File: config.mk
export PLATFORM = sky130hd
export DESIGN_NAME = booth_mult_seq
export DESIGN_NICKNAME = d
export VERILOG_FILES = /design/src/rtl/booth_mult_seq.sv
export SDC_FILE = /design/constraint.sdc
export NUM_CORES = 1
export LEC_CHECK = 0
export ABC_AREA = 0
export CAP_MARGIN = 20
export CORE_ASPECT_RATIO = 1.5
export CORE_MARGIN = 2
export CORE_UTILIZATION = 47
export CTS_CLUSTER_SIZE = 24
export DETAILED_ROUTE_END_ITERATION = 12
export PLACE_DENSITY = 0.74
export SYNTH_ARGS = -nofsm -noshare
export SYNTH_HDL_FRONTEND = slang
export SYNTH_SLANG_ARGS = --single-unit
File: constraint.sdc
create_clock -name clk -period 2.28 [get_ports clk]
set_clock_uncertainty 0.2 [all_clocks]
set_input_delay 0.684 -clock clk [delete_from_list [all_inputs] [get_ports clk]]
set_output_delay 0.684 -clock clk [all_outputs]
set_load 0.02 [all_outputs]
File: src/rtl/booth_mult_seq.sv
// Sequential radix-2 Booth signed multiplier: one n x n two's-complement product
// every n+2 cycles, using an (n+1)-bit add/subtract stage for the accumulator.

module add_subBar #(
  parameter int n = 4
) (
  input  logic [n-1:0] a,
  input  logic [n-1:0] b,
  input  logic         add_sub,
  output logic [n-1:0] s,
  output logic         cout,
  output logic         OverflowSign
);
  logic [n-1:0] b_x;

  // Subtraction is a + ~b + 1: invert b and feed add_sub in as the carry.
  assign b_x = b ^ {n{add_sub}};
  assign {cout, s} = {1'b0, a} + {1'b0, b_x} + {{n{1'b0}}, add_sub};
  assign OverflowSign = (a[n-1] == b_x[n-1]) && (s[n-1] != a[n-1]);
endmodule

// state | meaning
// IDLE  | waiting for start; product holds the last result
// CALC  | one Booth add/sub + arithmetic shift per cycle, n cycles
// DONE  | product valid, done pulses for one cycle
module booth_mult_seq #(
  parameter int n = 4
) (
  input  logic           clk,
  input  logic           rst,
  input  logic           start,
  input  logic [n-1:0]   a,
  input  logic [n-1:0]   b,
  output logic           busy,
  output logic           done,
  output logic [2*n-1:0] product
);
  localparam int CW = $clog2(n + 1);

  typedef enum logic [1:0] {IDLE, CALC, DONE} state_t;

  state_t        state;
  logic [n:0]    m_r;
  logic [n:0]    acc;
  logic [n-1:0]  q;
  logic          q_m1;
  logic [CW-1:0] cnt;

  logic          add_sub;
  logic [n:0]    r_sum;
  logic [n:0]    r_sel;
  logic [n:0]    acc_nx;
  logic [n-1:0]  q_nx;

  // {q[0], q_m1} = 10 subtracts, 01 adds, so q[0] alone picks the operation.
  assign add_sub = q[0];
  assign r_sel   = (q[0] ^ q_m1) ? r_sum : acc;
  assign acc_nx  = {r_sel[n], r_sel[n:1]};
  assign q_nx    = {r_sel[0], q[n-1:1]};

  add_subBar #(.n(n + 1)) u_add_sub (
    .a            (acc),
    .b            (m_r),
    .add_sub      (add_sub),
    .s            (r_sum),
    .cout         (),
    .OverflowSign ()
  );

  always_ff @(posedge clk) begin
    if (rst) begin
      state   <= IDLE;
      busy    <= 1'b0;
      done    <= 1'b0;
      product <= '0;
      m_r     <= '0;
      acc     <= '0;
      q       <= '0;
      q_m1    <= 1'b0;
      cnt     <= '0;
    end else begin
      case (state)
        IDLE: begin
          done <= 1'b0;
          if (start) begin
            m_r   <= {a[n-1], a};
            acc   <= '0;
            q     <= b;
            q_m1  <= 1'b0;
            cnt   <= '0;
            busy  <= 1'b1;
            state <= CALC;
          end
        end
        CALC: begin
          acc  <= acc_nx;
          q    <= q_nx;
          q_m1 <= q[0];
          cnt  <= cnt + 1'b1;
          if (cnt == CW'(n - 1)) begin
            product <= {acc_nx[n-1:0], q_nx};
            busy    <= 1'b0;
            done    <= 1'b1;
            state   <= DONE;
          end
        end
        DONE: begin
          done  <= 1'b0;
          state <= IDLE;
        end
        default: begin
          busy  <= 1'b0;
          done  <= 1'b0;
          state <= IDLE;
        end
      endcase
    end
  end
endmodule

==> results of run 1 <==
## worst register-to-register path: cells and delay by family (launching register included)
kind / cells / cell delay [ns]
AND/OR/NAND/NOR: 2 / 0.51
AO/OA/AOI/OAI: 2 / 0.41
flip-flops: 1 / 0.37
adder cells (fa/ha/maj): 1 / 0.35
multiplexers: 1 / 0.33
## sequential cells by signal, summed over array words and instances, names as in the netlist
name     cells
product      8
state        2
cnt          3
busy         1
q            4
m_r          4
done         1
q_m1         1
acc          4
## synth_stat cells (all sizes together)
cell type  count  share of area [%]
a211oi         6                3.5
a21o           1               0.68
a21oi          8                3.1
a22o           2                1.5
a22oi          1               0.58
a311o          1               0.78
a41oi          1                1.3
and2           1               0.48
and2b          1               0.58
buf            2                1.5
clkbuf         3               0.87
dfxtp         28                 43
fa             1                1.6
ha             6                5.8
inv            4                1.2
mux2           1                1.2
mux2i          8                6.2
nand2         17                4.9
nand2b         4                1.9
nand4          1               0.48
nor2          21                6.3
nor2b          2               0.97
nor3           1               0.78
nor3b          1               0.58
o211ai         1               0.58
o21ai          5                1.9
o22ai          2               0.97
o311a          1               0.78
o31ai          1               0.58
or3            1               0.48
xnor2          1               0.68
xor2           5                4.0
## through the flow
step | worst slack [ns] | total power, uW
2_1_floorplan | 0.0649 | 661
3_3_place_gp | 0.0621 | 713
3_5_place_dp | 0.00722 | 722
4_1_cts | 0.0227 | 1100
5_1_grt | 0.00208 | 1150
6_report | 0.0455 | 1100
## layer usage
metal  share of wire [%]  vias up  wire (um)
met3                 3.2        5         89
met4                 1.7        0         46
met1                  38      500       1060
met5                   0        -          0
li1                    -      528          -
met2                  57       25       1570
## cell families after synthesis
logic type	share of synthesized area, %
mux	7.36
buf+inv	3.49
flops	43.4
fa+ha+maj	7.36
compound gates	16.2
simple gates	17.5
xor+xnor	4.65
## worst paths after layout
| path | from | end | depth (start not counted) |
|---|---|---|---|
| worst max-delay path | m_r[0] | product[7] | 6 |
| worst min register to register | product[1] | product[1] | 2 |
| worst max register to register | m_r[0] | product[7] | 6 |
| worst min-delay path | product[1] | product[1] | 2 |
## final cells by class
type	count	area, um2
sequential	28	563
timing repair buffer	27	253
inverter	4	15.0
multi-input combinational	102	702
fill	244	997
clock buffer	3	41.3
clock inverter	1	30.0
tap	37	46.3
## power by group
part,internal (uW),switching (uW),leakage [uW]
clock network,235,147,0.0000357
registers,510,20.2,0.000229
logic,91.3,95.9,0.000378
## timing repair
action / CTS / global route
setup buffers: 0 / 1
resized for setup: 1 / 4
pin swaps: 0 / 2
cloned: 0 / 0
endpoints found under the setup margin: 1 / 2
==> results list, run 1 <==
* Result of the run: finished, final reports clean
- Before antenna repair, the detailed router went through 4 iterations.
- Summed over all layers, the routed wires come to 2.77 mm.
- Layout overhead on the synthesized area: 27.8%
* Met1 track utilization from global routing: roughly 23%
- For this design, the CTS-stage hold fixing added 0 buffers.
* Time the worst path needs with I/O delays and setup: 2.23 ns
- The tree built by TritonCTS fans out to 28 sinks.
- For this block, the via count after detailed routing is 1058.
- Leaving out fill and tap cells, the most frequent cell in the layout is dfxtp_1.
* Root Buffer Master: clkbuf_8
* Worst-case clock buffer depth: 2
- In the final routed layout, each cell accounts on average for 13.7 um.
- Unique cell type count in the Yosys netlist: 37
* ANT cells: 0
- CP Cell Sequence: mux2_4, fa_2, and2_1, o311a_1, or3_4, a21oi_2
- For this run, the slowest stage of the critical path takes 0.37 ns.
- Setup slack on the worst reg-to-reg path comes out at 0.05 ns.
- Hold is met by 0.264 ns.
- Power Dens Cells: about 670 nW/um2
* # IOs: 21
- DRC: 0
- Max H-tree Level: 1
- Per-instance average area after synthesis: between 9 and 10 um2
- For the worst-skew pair, the clock arrives at the later sink with an insertion delay of approximately 0.27 ns.
- Kind of cell with the highest combined delay on the critical path: simple AND/OR/NAND/NOR gates
* Placer congestion estimate: 0.941
* Register clock-pin slew on the reported worst setup and hold paths: 0.09 ns
* Total Routing Usage GR: roughly a fifth
- STA puts the critical path data required time at ~2.3 ns.
* Number of cell rows: 23
- Final count of negative-setup-slack endpoints: 0
* Number of input and output port buffers inserted: 20
* Placed insts: 197
- Global-route wire length before repair: 4.66 mm
- Net count reported at finish: between 150 and 200
- The count of nets left with antenna violations once routing finished came out at 0.
- Highest-count cells in the layout ignoring fill and taps: dfxtp_1, nor2_1, clkdlybuf4s50_1
- Synthesis produced 139 cells.
- Sum of negative setup slack: 0 ns
- Counting the buffers created by CTS gives 3.
- Width of the die: 46.8 um
- Setup repair after global routing missed its margin: false
- Detailed placement ended at an HPWL of 2.15 mm.
- Initial antenna violation count: 0
* Share of the yosys chip area belonging to registers: 43.4%
- The number of global-route vias before repair was ~1.1k.
* Fin util: 62.3%
- Measured against its own limit, the worst slew margin works out to 70.2%.
* TritonCTS clock tree: built
* Final hold violation count: 0
- Iteration-0 DRC count of the detailed router: 26
- In this run the static leakage power is 0.000642 uW.
- Overall overflow remaining after global route: 0
- Synthesized area: 1290 um2
- For the pin with the worst max-slew slack, the measured transition is approximately 0.45 ns.
* Number of buffer and inverter instances along the worst setup path: 0
- Tcrit/Tclk final: a little over nine tenths
* Flop and latch count out of synthesis: 28
- Drt via density: between 5 and 6
* Crit path kind: reg2reg
* Met3 Track Usage GR: 2.37%
- Synthesis warning total: 0
- Entering global routing, the biggest net connects 17 pins.
* Critical path startpoint category: flip-flop
- Initial Utilization: 48.8%
- Die extent in y: 68.2 um
- Global routing consumed, on the met2 layer, 36.3% of the routing resources.
- The number of nets handed over by synthesis was 157.
* Placed inst area: 1560 um2
* Area of all placed cells without fillers: around 1700 um2
- Cell with the largest stage delay on the worst path: dfxtp_2
- Of the cells placed in the final design, the portion with a size suffix greater than 1 is 14.5%.
- Type of the worst min-delay path: reg2reg
* Area of the die: 3190 um2
- In this run the standard cell core region covers approximately 2600 um2.
* Maximum VDD drop: 536 uV
- CP Max Fanout: 3
- Based on the critical path, the design can be clocked at up to ~450 MHz.
- MaxCap Viol Count: 0
* Most heavily used metal layer in global routing: met2
- Worst Path Arrival: 2.25 ns
* Number of pins exceeding their max-slew limit in the final report: 0
* Number of standard cells in the layout, taps in and fillers out: 202
- STA classifies the critical path endpoint as a flip-flop.
Power figures use the tool's default switching activity.
==> inputs of run 2 (changes only) <==
--- a/config.mk
+++ b/config.mk
@@ -6,6 +6,7 @@
 export NUM_CORES = 1
 export LEC_CHECK = 0
 export ABC_AREA = 0
+export ABC_CLOCK_PERIOD_IN_PS = 2280
 export CAP_MARGIN = 20
 export CORE_ASPECT_RATIO = 1.5
 export CORE_MARGIN = 2
==> results of run 2 <==
Final layout, timing and power as in run 1 (identical DEF).
